File: src/rtl/strobe_pkg.sv
// strobe_pkg: shared state encoding and tick/width helpers for the strobe generator and meter
package strobe_pkg;
  typedef enum logic [1:0] {IDLE = 2'd0, ARMED = 2'd1, MEASURE = 2'd2} state_t;
  function automatic int ns_to_ticks(input longint ns, input longint hz);
    return int'((ns * hz + 64'd999_999_999) / 64'd1_000_000_000);
  endfunction
  function automatic int cnt_width(input int max_ticks);
    return $clog2(max_ticks + 1);
  endfunction
endpackage

File: src/rtl/strobe_edge_detector.sv
// strobe_edge_detector: rising-edge pulse of a strobe; STROBE_SYNC_EN adds a two-flop synchronizer
module strobe_edge_detector (
  input  logic Clock,
  input  logic Reset,
  input  logic strobe,
  output logic rise
);
  logic s;
  logic strobe_q;
`ifdef STROBE_SYNC_EN
  logic [1:0] sync;
  always_ff @(posedge Clock)
    if (Reset) sync <= 2'b11;
    else sync <= {sync[0], strobe};
  assign s = sync[1];
`else
  assign s = strobe;
`endif
  // history resets high so a strobe already high at reset release is not an edge
  always_ff @(posedge Clock)
    if (Reset) strobe_q <= 1'b1;
    else strobe_q <= s;
  assign rise = s & ~strobe_q;
endmodule

File: src/rtl/strobe_period_meter.sv
// strobe_period_meter: measures ticks between strobe rising edges, range check and timeout; STROBE_SYNC_EN optional
module strobe_period_meter import strobe_pkg::*; #(
  parameter int CLOCK_HZ = 10_000_000,
  parameter int MAX_PERIOD_NS = 1_000_000,
  parameter int EXPECTED_TICKS = 11,
  parameter int TOLERANCE_TICKS = 1,
  localparam int MAX_TICKS = ns_to_ticks(MAX_PERIOD_NS, CLOCK_HZ),
  localparam int WIDTH = cnt_width(MAX_TICKS)
) (
  input  logic             Clock,
  input  logic             Reset,
  input  logic             Enable_i,
  input  logic             Strobe_i,
  output logic [WIDTH-1:0] Period_o,
  output logic             Valid_o,
  output logic             InRange_o,
  output logic             Timeout_o,
  output logic             Busy_o
);
  localparam logic [WIDTH-1:0] MAX_CNT = WIDTH'(MAX_TICKS);
  localparam logic signed [WIDTH:0] EXP_S = (WIDTH+1)'(EXPECTED_TICKS);
  localparam logic signed [WIDTH:0] TOL_S = (WIDTH+1)'(TOLERANCE_TICKS);
  state_t state;
  logic [WIDTH-1:0] cnt;
  logic rise;
  logic signed [WIDTH:0] diff;
  logic in_range;
  strobe_edge_detector u_edge (.Clock(Clock), .Reset(Reset), .strobe(Strobe_i), .rise(rise));
  // one extra bit keeps the signed difference exact for every counter value
  assign diff = $signed({1'b0, cnt}) - EXP_S;
  assign in_range = (diff >= -TOL_S) && (diff <= TOL_S);
  assign Busy_o = state == MEASURE;
  always_ff @(posedge Clock) begin
    if (Reset) begin
      state <= IDLE;
      cnt <= '0;
      Period_o <= '0;
      InRange_o <= 1'b0;
      Valid_o <= 1'b0;
      Timeout_o <= 1'b0;
    end else begin
      Valid_o <= 1'b0;
      Timeout_o <= 1'b0;
      if (!Enable_i) begin
        state <= IDLE;
        cnt <= '0;
      end else if (state == IDLE) begin
        state <= ARMED;
      end else if (state == ARMED) begin
        if (rise) begin
          cnt <= WIDTH'(1);
          state <= MEASURE;
        end
      end else if (rise) begin
        Period_o <= cnt;
        InRange_o <= in_range;
        Valid_o <= 1'b1;
        cnt <= WIDTH'(1);
      end else if (cnt == MAX_CNT) begin
        Timeout_o <= 1'b1;
        cnt <= '0;
        state <= ARMED;
      end else begin
        cnt <= cnt + WIDTH'(1);
      end
    end
  end
endmodule
File: config.mk
export PLATFORM = sky130hd
export DESIGN_NAME = strobe_period_meter
export DESIGN_NICKNAME = d
export VERILOG_FILES = /design/src/rtl/strobe_pkg.sv /design/src/rtl/strobe_edge_detector.sv /design/src/rtl/strobe_period_meter.sv
export SDC_FILE = /design/constraint.sdc
export NUM_CORES = 1
export LEC_CHECK = 0
export ABC_AREA = 0
export BUFFER_PORTS_ARGS = -buffer_cell sky130_fd_sc_hd__buf_2
export CAP_MARGIN = 20
export CORE_AREA = 2 2 58 60
export DETAILED_ROUTE_END_ITERATION = 10
export DIE_AREA = 0 0 60 62
export PLACE_DENSITY_LB_ADDON = 0.25
export SLEW_MARGIN = 0
export SYNTH_ARGS = -nofsm -noshare
export SYNTH_HDL_FRONTEND = slang
export SYNTH_SLANG_ARGS = --single-unit
File: constraint.sdc
create_clock -name Clock -period 2.2 [get_ports Clock]
set_input_delay 0.22 -clock Clock [delete_from_list [all_inputs] [get_ports Clock]]
set_output_delay 0.22 -clock Clock [all_outputs]
set_load 0.03 [all_outputs]
Word level (Yosys, flattened, before mapping)

Cells that the tools add are included.

Bits in registers: 34
Latch bits: 0
Bits in writable memories: 0
Bits in read-only memories: 0
Bits of input ports: 4
Output and inout bits: 18
Memories kept: 0

Add/sub/neg operators: 2
Multipliers: 0
Divide/modulo/power cells: 0
Order comparisons: 2
Equal/unequal tests: 7
Shifts and indexed selects: 0
Multiplexer cells: 11
Bitwise gates (word level): 5
Reduce and logical (&&, ||, !) cells: 12

Operator list:

| operator                                                                          | number |
|---|---|
| 14-bit two-way mux                                                                | 4 |
| 15-bit by 1-bit >= comparator with 1-bit output, second input constant            | 1 |
| 15-bit by 2-bit less-or-equal comparator with 1-bit output, second input constant | 1 |
| 14-bit by 4-bit subtractor with 15-bit output, second input constant              | 1 |
| 14-bit by 1-bit adder with 14-bit output, second input constant                   | 1 |
| 14-bit == test, second input constant                                             | 1 |
| 2-bit two-way mux                                                                 | 4 |
| 3-bit AND reduction                                                               | 2 |
| 5-bit OR reduction                                                                | 1 |
| 1-bit NOT                                                                         | 4 |
| 4-bit AND reduction                                                               | 1 |
| 4-bit OR reduction                                                                | 1 |
| 1-bit two-way mux                                                                 | 3 |
| 3-bit by 1-bit inequality test with 1-bit output, second input constant           | 1 |
| 3-bit inequality test, second input constant                                      | 1 |
| 3-bit nonzero test                                                                | 1 |
| 3-bit OR reduction                                                                | 1 |
| 2-bit by 1-bit == test with 1-bit output, second input constant                   | 1 |
| 2-bit == test, second input constant                                              | 1 |
| 2-bit zero test                                                                   | 1 |
| 2-bit by 1-bit inequality test with 1-bit output, second input constant           | 1 |
| 2-bit inequality test, second input constant                                      | 1 |
| 2-bit AND reduction                                                               | 1 |
| 2-bit nonzero test                                                                | 1 |
| other kinds (3)                                                                   | 3 |

Logic depth before layout (Yosys ltp)

Gate-level depths: netlist of run 1.

Depth in word-level cells: 5
Mapped depth: 8
Mapped depth without buffers: 7

By module

Synthesis of run 1 repeated with hierarchy kept, for this count alone.

Cells, all modules: 224
Area, all modules: 1,789.2 um^2

Modules (own cells, without submodules):

| module               | instances | cells an instance | area an instance (um^2) |
|---|---|---|---|
| strobe_period_meter  | 1         | 221               | 1,756.7 |
| strobe_edge_detector | 1         | 3                 | 32.5 |

Worst setup path after synthesis of run 1

Ideal clock, no wire load.

Path kind: flip-flop to flip-flop
Start: register cnt[0]
End: register cnt[9]
Library setup time: 0.074 ns
Data arrival time: 1.833 ns
Required time: 2.126 ns
Path slack: 0.293 ns
Cell stages (with the launch flop): 8
Path buffers: 0
Period minus slack after synthesis: 1.907 ns
Path through: dfxtp_1 inv_1 ha_1 nor4bb_1 and4_4 or3_4 or3_1 o21ai_0

Word-level cells in the longest chain between the ends: 4
Elaborated cells between the ends (all ways): 5
Those cells by class: 1 x add/sub; 1 x eq/ne; 3 x mux

Ends and longest elaborated chain:

| what                                                                              | RTL line                                             | source |
|---|---|---|
| from (decl)                                                                       | strobe_period_meter.sv:24                            | `logic [WIDTH-1:0] cnt;` |
| from (signal assigned)                                                            | strobe_period_meter.sv:64                            | `cnt <= cnt + WIDTH'(1);` |
| 14-bit by 1-bit adder with 14-bit output / 14-bit == test (equally long branches) | strobe_period_meter.sv:64, strobe_period_meter.sv:59 |  |
| 14-bit two-way mux (*)                                                            | strobe_period_meter.sv:59                            | `end else if (cnt == MAX_CNT) begin` |
| 14-bit two-way mux (*)                                                            | strobe_period_meter.sv:54                            | `end else if (rise) begin` |
| 14-bit two-way mux (*)                                                            | strobe_period_meter.sv:49                            | `end else if (state == ARMED) begin` |

Mark *: on every way between the ends. The rest lies on a longest branch, timed or not.
A chain may end at the register's enable or synchronous reset.

Final worst setup path of run 1

Start: register cnt[1]
End: register cnt[9]

The elaborated chain is that of the path after synthesis.

==> impl_metrics.toml, run 1 <==
[detailed_routing]
first_pass_iters = 4
vias = 1543
first_iter_violations = 87
ant_nets = 0
wire_per_inst_um = 13.6
drc = 0
via_per_inst = 5.45
wl_mm = 3.86

[sta]
tightestPinTransition_ns = 0.573
setup_viol_count_final = 0
finalMaxSlewViolations = 0
fin_crit_sh_pct = 94.9
finalCriticalPeriod_ns = 2.09
rsz0062_at_grt = "false"
clock.fmax_mhz = 479
skew_ns = 0.00843
finalHoldViolations = 0
maxSlewHeadroom_pct = 61.8
setup_tns_ns = 0

[grt]
grtUsageTotal_pct = 22.7
antenna_found_initial = 0
grt_pass1_wl_mm = 6.20
grt_max_degree = 21
overflow = 0
first_global_vias = 1348

[min_path]
min_from = "Strobe_i"
worstHoldEndpoint = "u_edge.strobe_q"
hold_depth = 2
hp-class = "input port to flop"

[final_layout]
area_delta_synth_final_pct = 18.2
finalNetCount = 243
seqCellArea_um2 = 682
antenna_cells = 0
final_util_pct = 61.5
multi_input_area_um2 = 911
n_fill_cell = 315
drive_above_1_share_pct = 19.8
instances_no_fill = 283

[floorplan]
die_h_um = 62
die_w_um = 60
rows = 21
start_util_pct = 52.0
die_area_mm2 = 0.00372
core_region_area_mm2 = 0.00318
ios = 22

[clock_tree]
insertion_delay_ns = 0.34
cts-root-buf = "clkbuf_4"
cts_hold_buf = 0
cts_made_buffers = 5
cts_tree = "built"
clk_pin_slew_worst_paths_ns = 0.11
clockBufferDepth = 2
clock_sinks = 34
cts_max_level = 2

[yosys]
synth_cell_types = 43
synth_area_leaders = "dfxtp_1 41%, nand2_1 8.6%, a21oi_1 8.5%"
yosys.area_share.adder_pct = 2.27
syn-cell-area_mm2 = 0.00165
synthCells = 214
seq_area_frac_synth_pct = 41.1
synth_area_leader_cell = "dfxtp_1"
synthSimpleGateAreaFrac_pct = 29.7
synth_compound_area_share_pct = 19.1
synth_top_family_by_area = "simple AND/OR/NAND/NOR gates"
ys_seq_elements = 34
syn_nets = 221
yosysWarnings = 0
avgSynthCellArea_um2 = 7.73
synth_top_area_share_pct = 41.1
synth_xor_area_share_pct = 2.65
muxShareOfSynthArea_pct = 0.605

[setup_path]
reg2reg_slack_ns = 0.11
critPathBufInv = 1
reg2reg_depth = 7
path_max_fanout = 8
endpoint_kind = "flop"
path_delay_family = "simple AND/OR/NAND/NOR gates"
setup.worst_path.class = "flop to flop"
r2r_start = "cnt[1]"
slowest_delay_ns = 0.49
path_cells = "inv_1 -> ha_1 -> nor4bb_2 -> and4_4 -> or3_4 -> or3_1 -> o21ai_0"
slowest_stage = "dfxtp_1"
cp-start-kind = "flop"
arrival_ns = 2.37
r2r-end = "cnt[9]"
crit_required_ns = 2.48

[placement]
dp_cells = 273
dp.final_hpwl_mm = 2.64
port_buffers = 21
gp_congestion = 0.889

[pwr]
powerDensity_mw_per_mm2 = 640
power_leakage_nw = 0.717
max-vdd-ir-drop_uv = 350

[outcome]
status = "completed"

[run]
drv_cap = 0
[synth_stat cells]
cell type  instances
dfxtp_1           34
a211oi_1           2
or3_1              1
nand3_1            9
nand3b_1           3
nor3_1             6
or2_0              1
clkbuf_1           8
a31o_2             1
ha_1               3
or2_2              2
o211ai_1           2
nor4_1             1
a41oi_1            1
o2111ai_1          1
xor2_1             3
nor3b_1            2
nand2b_1           4
mux2i_1            1
nor2b_1            5
and4_4             1
nor4bb_1           1
a22oi_1            1
buf_4              1
and3_1             1
and3_2             1
inv_1              4
nand2_1           38
a32oi_1            1
or3_4              1
o21ai_0           10
nor3_2             1
nand4_1            2
o22ai_1            1
buf_2              3
nor2_1            15
buf_1              2
a221oi_1           1
and2_1             2
and3_4             1
a21oi_1           28
xnor2_1            2
a31oi_1            6
[power by group]
part	switching (mW)	internal, mW	leakage [nW]
registers	0.00224	0.618	0.275
clock network	0.218	0.385	0.0585
logic	0.0186	0.00841	0.384
[per-layer routing]
metal | vias to the layer above | wire length (um) | global-route usage [%]
li1 | 793 | - | -
met1 | 689 | 1750 | 29.9
met2 | 49 | 1780 | 33.9
met3 | 12 | 203 | 6.42
met4 | 0 | 132 | 11.7
met5 | - | 0 | 0
[per-stage QoR]
stage | instance area [um^2] | power [mW] | hold WS (ns) | worst slack [ns]
6_report | 1950 | 1.25 | 0.0771 | 0.113
4_1_cts | 1920 | 1.26 | 0.0686 | 0.0804
3_5_place_dp | 1800 | 0.660 | 0.437 | -0.0228
5_1_grt | 1950 | 1.29 | 0.0723 | 0.0248
3_3_place_gp | 1800 | 0.660 | 0.432 | 0.0612
2_1_floorplan | 1650 | 0.652 | 0.327 | 0.293
[sequential cells by signal, summed over array words and instances (netlist names)]
| signal | count |
|---|---|
| Valid_o | 1 |
| Period_o | 14 |
| Timeout_o | 1 |
| state | 2 |
| cnt | 14 |
| InRange_o | 1 |
| u_edge.strobe_q | 1 |
[cell type report]
class | count | share of cell area (%)
repair buffers | 29 | 9.09
well taps | 46 | 2.94
multi-input cells | 162 | 46.6
inverters | 4 | 0.768
clock buffers | 6 | 2.62
flip-flops and latches | 34 | 34.9
clock inverters | 2 | 3.07
[kinds of logic after synthesis]
family	count (synthesis)
and+or+nand+nor	98
AOI/OAI and AO/OA	55
DFF	34
buffers and inverters	18
xor gates and xnor gates	5
adders and majority gates	3
muxes	1
[what timing repair did]
action,CTS,global route
setup endpoints to repair,5,7
gates resized for setup,1,2
setup buffers,0,2
pin swaps,0,1
[how the worst max path moves through the flow]
stage	from	to	slack [ns]	cells after the start
floorplan	cnt[0]	cnt[9]	0.29	7
global placement	cnt[0]	cnt[7]	0.06	7
detailed placement	cnt[0]	cnt[13]	-0.02	7
CTS	cnt[0]	cnt[9]	0.08	7
global route	cnt[0]	state[0]	0.02	7
finish	cnt[1]	cnt[9]	0.11	7
[placed cells by master, fill, tap and decap left out, drive strengths merged]
| cell type | n |
|---|---|
| nand2 | 38 |
| dfxtp | 34 |
| buf | 29 |
| a21oi | 28 |
| nor2 | 15 |
| o21ai | 10 |
| nand3 | 9 |
| nor3 | 7 |
| a31oi | 6 |
| clkbuf | 6 |
| nor2b | 5 |
| inv | 4 |
| nand2b | 4 |
| nand3b | 3 |
| xor2 | 3 |
| ha | 3 |
| or2 | 3 |
| and3 | 3 |
| nor3b | 2 |
| nand4 | 2 |
| a211oi | 2 |
| and2 | 2 |
| o211ai | 2 |
| xnor2 | 2 |
| bufinv | 2 |
| or3 | 2 |
| nor4bb | 1 |
| and4 | 1 |
| a31o | 1 |
| a41oi | 1 |
| mux2i | 1 |
| a22oi | 1 |
| a221oi | 1 |
| o2111ai | 1 |
| o22ai | 1 |
| nor4 | 1 |
| a32oi | 1 |
[worst register-to-register path, cell delays in order, from the launching register on]
cell      delay (ns)
dfxtp_1         0.49
inv_1           0.08
ha_1            0.20
nor4bb_2        0.19
and4_4          0.24
or3_4           0.42
or3_1           0.34
o21ai_0         0.07
No activity file was read; power rests on OpenSTA's default activity.
==> run 2, diff against run 1 <==
--- a/config.mk
+++ b/config.mk
@@ -13,2 +13,3 @@
 export DIE_AREA = 0 0 60 62
+export GPL_ROUTABILITY_DRIVEN = 0
 export PLACE_DENSITY_LB_ADDON = 0.25
==> constraint.sdc (replaced) <==
create_clock -name Clock -period 2.2 [get_ports Clock]
set_input_delay 0.11 -clock Clock [delete_from_list [all_inputs] [get_ports Clock]]
set_output_delay 0.11 -clock Clock [all_outputs]
set_load 0.03 [all_outputs]
==> run 2 against run 1 <==
  * Total power is essentially flat
  * Worst hold slack gained 0.055 ns
  * Sequential share of layout area shrank 0.18 points
  * Wire length grew 1.1%
  * Cell count grew 0.35%
  * Core utilization grew 0.31 points
  * Clock power is essentially flat
  * Flip-flop and latch count is the same
  * Via count grew 0.52%
  * Critical path type unchanged
  * Highest routed layer unchanged
==> impl_metrics.toml, run 2 (synthesis gave the netlist of run 1 again) <==
[outcome]
status = "completed"

[pwr]
power_leakage_nw = 0.721
powerDensity_mw_per_mm2 = 637
power.total_mw = 1.25
max-vdd-ir-drop_uv = 350

[run]
drv_cap = 0

[final_layout]
instances_no_fill = 284
finalNetCount = 244
area_delta_synth_final_pct = 18.8
largestRegisters = "Period_o x14, cnt x14, state x2"
n_fill_cell = 314
antenna_cells = 0
layout_commonest_cell = "nand2_1"
mostFrequentLayoutCells = "38 x nand2_1, 33 x dfxtp_1, 28 x a21oi_1"
drive_above_1_share_pct = 19.7

[setup_path]
setup.worst_path.class = "flop to flop"
crit_required_ns = 2.48
path_max_fanout = 8
cp-start-kind = "flop"
endpoint_kind = "flop"
arrival_ns = 2.37

[detailed_routing]
ant_nets = 0
drc = 0
wire_per_inst_um = 13.7
top_layer = "met4"
met3_length_um = 168
first_iter_violations = 84
wl_met1_mm = 1.83
dr_wl_met2_mm = 1.77
vias = 1551
wl_mm = 3.90
via_per_inst = 5.46
first_pass_iters = 4

[clock_tree]
clk_pin_slew_worst_paths_ns = 0.11
cts-root-buf = "clkbuf_4"
clockBufferDepth = 2
cts_made_buffers = 5
insertion_delay_ns = 0.34
cts_tree = "built"
cts_max_level = 2
clock_sinks = 34

[sta]
rsz0062_at_grt = "false"
maxSlewHeadroom_pct = 62.5
finalMaxSlewViolations = 0
tightestPinTransition_ns = 0.562
fin_crit_sh_pct = 95.1
setup_tns_ns = 0
holdWs_ns = 0.132
finalCriticalPeriod_ns = 2.09
clock.fmax_mhz = 478
setup_slack_ns = 0.109
finalHoldViolations = 0
skew_ns = 0.00764
setup_viol_count_final = 0

[grt]
first_global_vias = 1360
overflow = 0
antenna_found_initial = 0
grtUsageTotal_pct = 22.8
grt_pass1_wl_mm = 6.22
grt_max_degree = 21

[floorplan]
die_h_um = 62
start_util_pct = 52.0
die_area_mm2 = 0.00372
core_region_area_mm2 = 0.00318
die_w_um = 60
rows = 21
ios = 22

[min_path]
hp-class = "input port to flop"

[placement]
dp.final_hpwl_mm = 2.64
post-place-ws_ns = -0.0228
port_buffers = 21
dp_cells = 273
==> run 2: layer usage <==
metal,global-route usage (%),vias to the layer above
li1,-,795
met4,11.7,0
met5,0,-
met3,6.42,12
met1,29.9,702
met2,34.2,42
==> run 2: worst paths after layout <==
check,start,end,slack [ns],depth (start not counted)
max,cnt[1],cnt[9],0.11,7
min,Reset,Valid_o,0.13,2
max reg2reg,cnt[1],cnt[9],0.11,7
min reg2reg,Period_o[3],Period_o[3],0.45,2
==> run 2: what timing repair did <==
item / CTS / global route
hold buffers: 1 / 0
buffers inserted: 0 / 2
hold endpoints to repair: 1 / 0
pin swaps: 0 / 1
gates resized for setup: 1 / 2
setup endpoints to repair: 5 / 7
==> run 2: final cells by class <==
type | count | area (um^2) | share of cell area [%]
Tap cell | 46 | 57.6 | 2.93
Sequential cell | 34 | 682 | 34.7
Clock inverter | 2 | 60.1 | 3.06
Inverter | 4 | 15.0 | 0.764
Multi-Input combinational cell | 162 | 911 | 46.4
Clock buffer | 6 | 51.3 | 2.61
Timing Repair Buffer | 30 | 188 | 9.55
==> run 2: power by group <==
group / switching, mW / internal, mW
logic: 0.0190 / 0.00957
registers: 0.00227 / 0.618
clock network: 0.217 / 0.385
total: 0.238 / 1.01
==> run 2: metrics by stage <==
step                      instance area, um^2  util [%]
after floorplan                          1650         -
after detailed placement                 1800      56.7
final                                    1960      61.8
after global routing                     1960      61.8
after global placement                   1800      56.7
after CTS                                1930      60.7
==> run 2: worst max-delay path: stages (launching register included) <==
cell	delay (ns)
dfxtp_1	0.49
inv_1	0.09
ha_1	0.20
nor4bb_2	0.19
and4_4	0.24
or3_4	0.42
or3_1	0.34
o21ai_0	0.07
==> run 3, diff against run 2 <==
--- a/config.mk
+++ b/config.mk
@@ -7,8 +7,8 @@
 export LEC_CHECK = 0
-export ABC_AREA = 0
+export ABC_AREA = 1
 export BUFFER_PORTS_ARGS = -buffer_cell sky130_fd_sc_hd__buf_2
 export CAP_MARGIN = 20
-export CORE_AREA = 2 2 58 60
+export CORE_AREA = 2 2 61 63
 export DETAILED_ROUTE_END_ITERATION = 10
-export DIE_AREA = 0 0 60 62
+export DIE_AREA = 0 0 63 65
 export GPL_ROUTABILITY_DRIVEN = 0
==> constraint.sdc (replaced) <==
create_clock -name Clock -period 2.2 [get_ports Clock]
set_input_delay 0.22 -clock Clock [delete_from_list [all_inputs] [get_ports Clock]]
set_output_delay 0.22 -clock Clock [all_outputs]
set_load 0.03 [all_outputs]
==> run 3 against run 2 <==
  * Worst setup slack improved by 0.38 ns
  * Clock power decreased by 38%
  * Wire length increased by 9.6%
  * Critical endpoint is now cnt[4]
  * Sequential power about the same
  * Die area increased by 10%
  * Core utilization decreased by 2.2 points
  * Area after synthesis increased by 15%
  * Cell area increased by 6.1%
  * Cell count increased by 24%
  * Clock skew increased by 0.0060 ns
  * Maximum frequency increased by 22%
==> impl_metrics.toml, run 3 <==
[pwr]
power_leakage_nw = 0.962
swShare_pct = 23.6
clkPwrFrac_pct = 36.4
powerDensity_mw_per_mm2 = 490
comb_power_share_pct = 2.9
p_seq_share_pct = 60.7
internal-power_mw = 0.780
max-vdd-ir-drop_uv = 406
power.total_mw = 1.02
p_sw_mw = 0.241

[grt]
first_global_vias = 1557
grtUsageTotal_pct = 22.0
overflow = 0
grt_max_degree = 18
antenna_found_initial = 0
grt_pass1_wl_mm = 7.04

[floorplan]
rows = 22
start_util_pct = 54.4
core_region_area_mm2 = 0.00350
die_h_um = 65
ios = 22
die_w_um = 63
die_area_mm2 = 0.00410

[detailed_routing]
wire_per_inst_um = 12.1
wl_mm = 4.28
ant_nets = 0
vias = 1828
first_pass_iters = 5
via_per_inst = 5.18
first_iter_violations = 192
drc = 0

[yosys]
synth_top_area_share_pct = 35.8
synth_edf_count = 0
synth.most_common_cell = "nand2_1"
syn_nets = 291
synth_area_leaders = "dfxtp_1 36%, nand2_1 13%, a21oi_1 7.6%"
synth_common_cells = "67 x nand2_1, 34 x dfxtp_1, 29 x a21oi_1"
seq_area_frac_synth_pct = 35.8
syn-cell-area_mm2 = 0.00190
async_flop_share_pct = 0
yosysWarnings = 0
synthCells = 284
synthFlopType = "dfxtp_1"
synth_area_leader_cell = "dfxtp_1"
synth_cell_types = 31
ys_seq_elements = 34
avgSynthCellArea_um2 = 6.70

[min_path]
hold_depth = 2
min_from = "Reset"
hp-class = "input port to flop"
worstHoldEndpoint = "Valid_o"

[sta]
rsz0062_at_grt = "false"
tightestPinTransition_ns = 0.386
finalCriticalPeriod_ns = 1.72
skew_ns = 0.0137
setup_tns_ns = 0
maxSlewHeadroom_pct = 74.2
clock.fmax_mhz = 583
setup_slack_ns = 0.484
setup_viol_count_final = 0
finalHoldViolations = 0
holdWs_ns = 0.0841
fin_crit_sh_pct = 78.0
finalMaxSlewViolations = 0

[final_layout]
antenna_cells = 0
finalNetCount = 311
n_fill_cell = 355
layout_commonest_cell = "nand2_1"
final_util_pct = 59.6
largestRegisters = "Period_o x14, cnt x14, state x2"
drive_above_1_share_pct = 18.4
mostFrequentLayoutCells = "67 x nand2_1, 34 x dfxtp_1, 29 x a21oi_1"
area_delta_synth_final_pct = 9.53

[setup_path]
setup.worst_path.class = "flop to flop"
reg2reg_depth = 7
reg2reg_slack_ns = 0.48
r2r-end = "cnt[4]"
endpoint_kind = "flop"
crit_required_ns = 2.43
arrival_ns = 1.95
path_max_fanout = 13
r2r_start = "cnt[8]"
cp-start-kind = "flop"

[clock_tree]
clk_pin_slew_worst_paths_ns = 0.11
ctsResizeCount = 0
cts_max_level = 2
cts_hold_buf = 0
cts-root-buf = "clkbuf_4"
cts_setup_buffers = 0
cts_made_buffers = 5
clock_sinks = 34
cts_tree = "built"
insertion_delay_ns = 0.34
clockBufferDepth = 2

[outcome]
status = "completed"

[run]
drv_cap = 0

[placement]
post-place-ws_ns = 0.502
dp.final_hpwl_mm = 3.25
port_buffers = 21
-- run 3: cell count changes in the layout (fill, tap and decap cells not counted), sizes merged, moves of 3 or more --
cell    before  now
inv          4   32
a31oi        6    0
nor2        15   35
buf         29   25
and3         3    0
nand2b       4    0
o21ai       10   28
or2          3    0
nand3        9   20
nand3b       3    0
nor2b        5    0
nand2       38   72
-- run 3: logic make-up after synthesis --
kind of cell | synth area share [%]
compound gates | 17.8
flops | 35.8
fa+ha+maj | 1.97
buf+inv | 10.4
simple gates | 32.7
xor+xnor | 1.38
-- run 3: critical path: stages (launching register included) --
cell	delay (ns)
dfxtp_1	0.55
nand2_1	0.14
nor3_1	0.34
nand2_2	0.12
nand2_2	0.11
nor2_4	0.09
a32oi_1	0.20
nor2_1	0.05
-- run 3: final cells by class --
class	instances	area [um^2]	area share [%]
Multi-Input combinational cell	206	1020	49.2
Sequential cell	34	681	32.7
Timing Repair Buffer	25	135	6.48
Inverter	32	120	5.76
Tap cell	48	60.1	2.88
Clock buffer	6	51.3	2.46
Clock inverter	2	12.5	0.600
-- run 3: how the worst max path moves through the flow --
stage / startpoint / to / slack, ns / cells after the start
after detailed placement: cnt[0] / InRange_o / 0.50 / 13
after floorplan: cnt[0] / InRange_o / 0.66 / 13
after global placement: cnt[0] / InRange_o / 0.53 / 13
final: cnt[8] / cnt[4] / 0.48 / 7
after CTS: cnt[0] / InRange_o / 0.48 / 13
after global routing: cnt[0] / cnt[3] / 0.31 / 9
-- run 3: stage by stage --
step / instances / cell area, um^2
6_report: 353 / 2080
3_5_place_dp: 345 / 2020
5_1_grt: 353 / 2080
2_1_floorplan: 284 / 1900
4_1_cts: 353 / 2080
3_3_place_gp: 345 / 2020
-- run 3: routing by layer --
metal / track usage (%) / wire (um) / vias to the layer above
met5: 0 / 0 / -
met4: 6.94 / 52 / 0
met3: 4.86 / 225 / 6
met2: 37.8 / 2030 / 47
met1: 27.5 / 1970 / 810
li1: - / - / 965
-- run 3: power groups by stage --
| stage | clock, mW | sequential, mW | combinational [mW] |
|---|---|---|---|
| after global placement | 0 | 0.634 | 0.0289 |
| final | 0.372 | 0.620 | 0.0292 |
| after CTS | 0.385 | 0.620 | 0.0293 |
| after global routing | 0.406 | 0.621 | 0.0319 |
| after detailed placement | 0 | 0.634 | 0.0291 |
| after floorplan | 0 | 0.634 | 0.0185 |
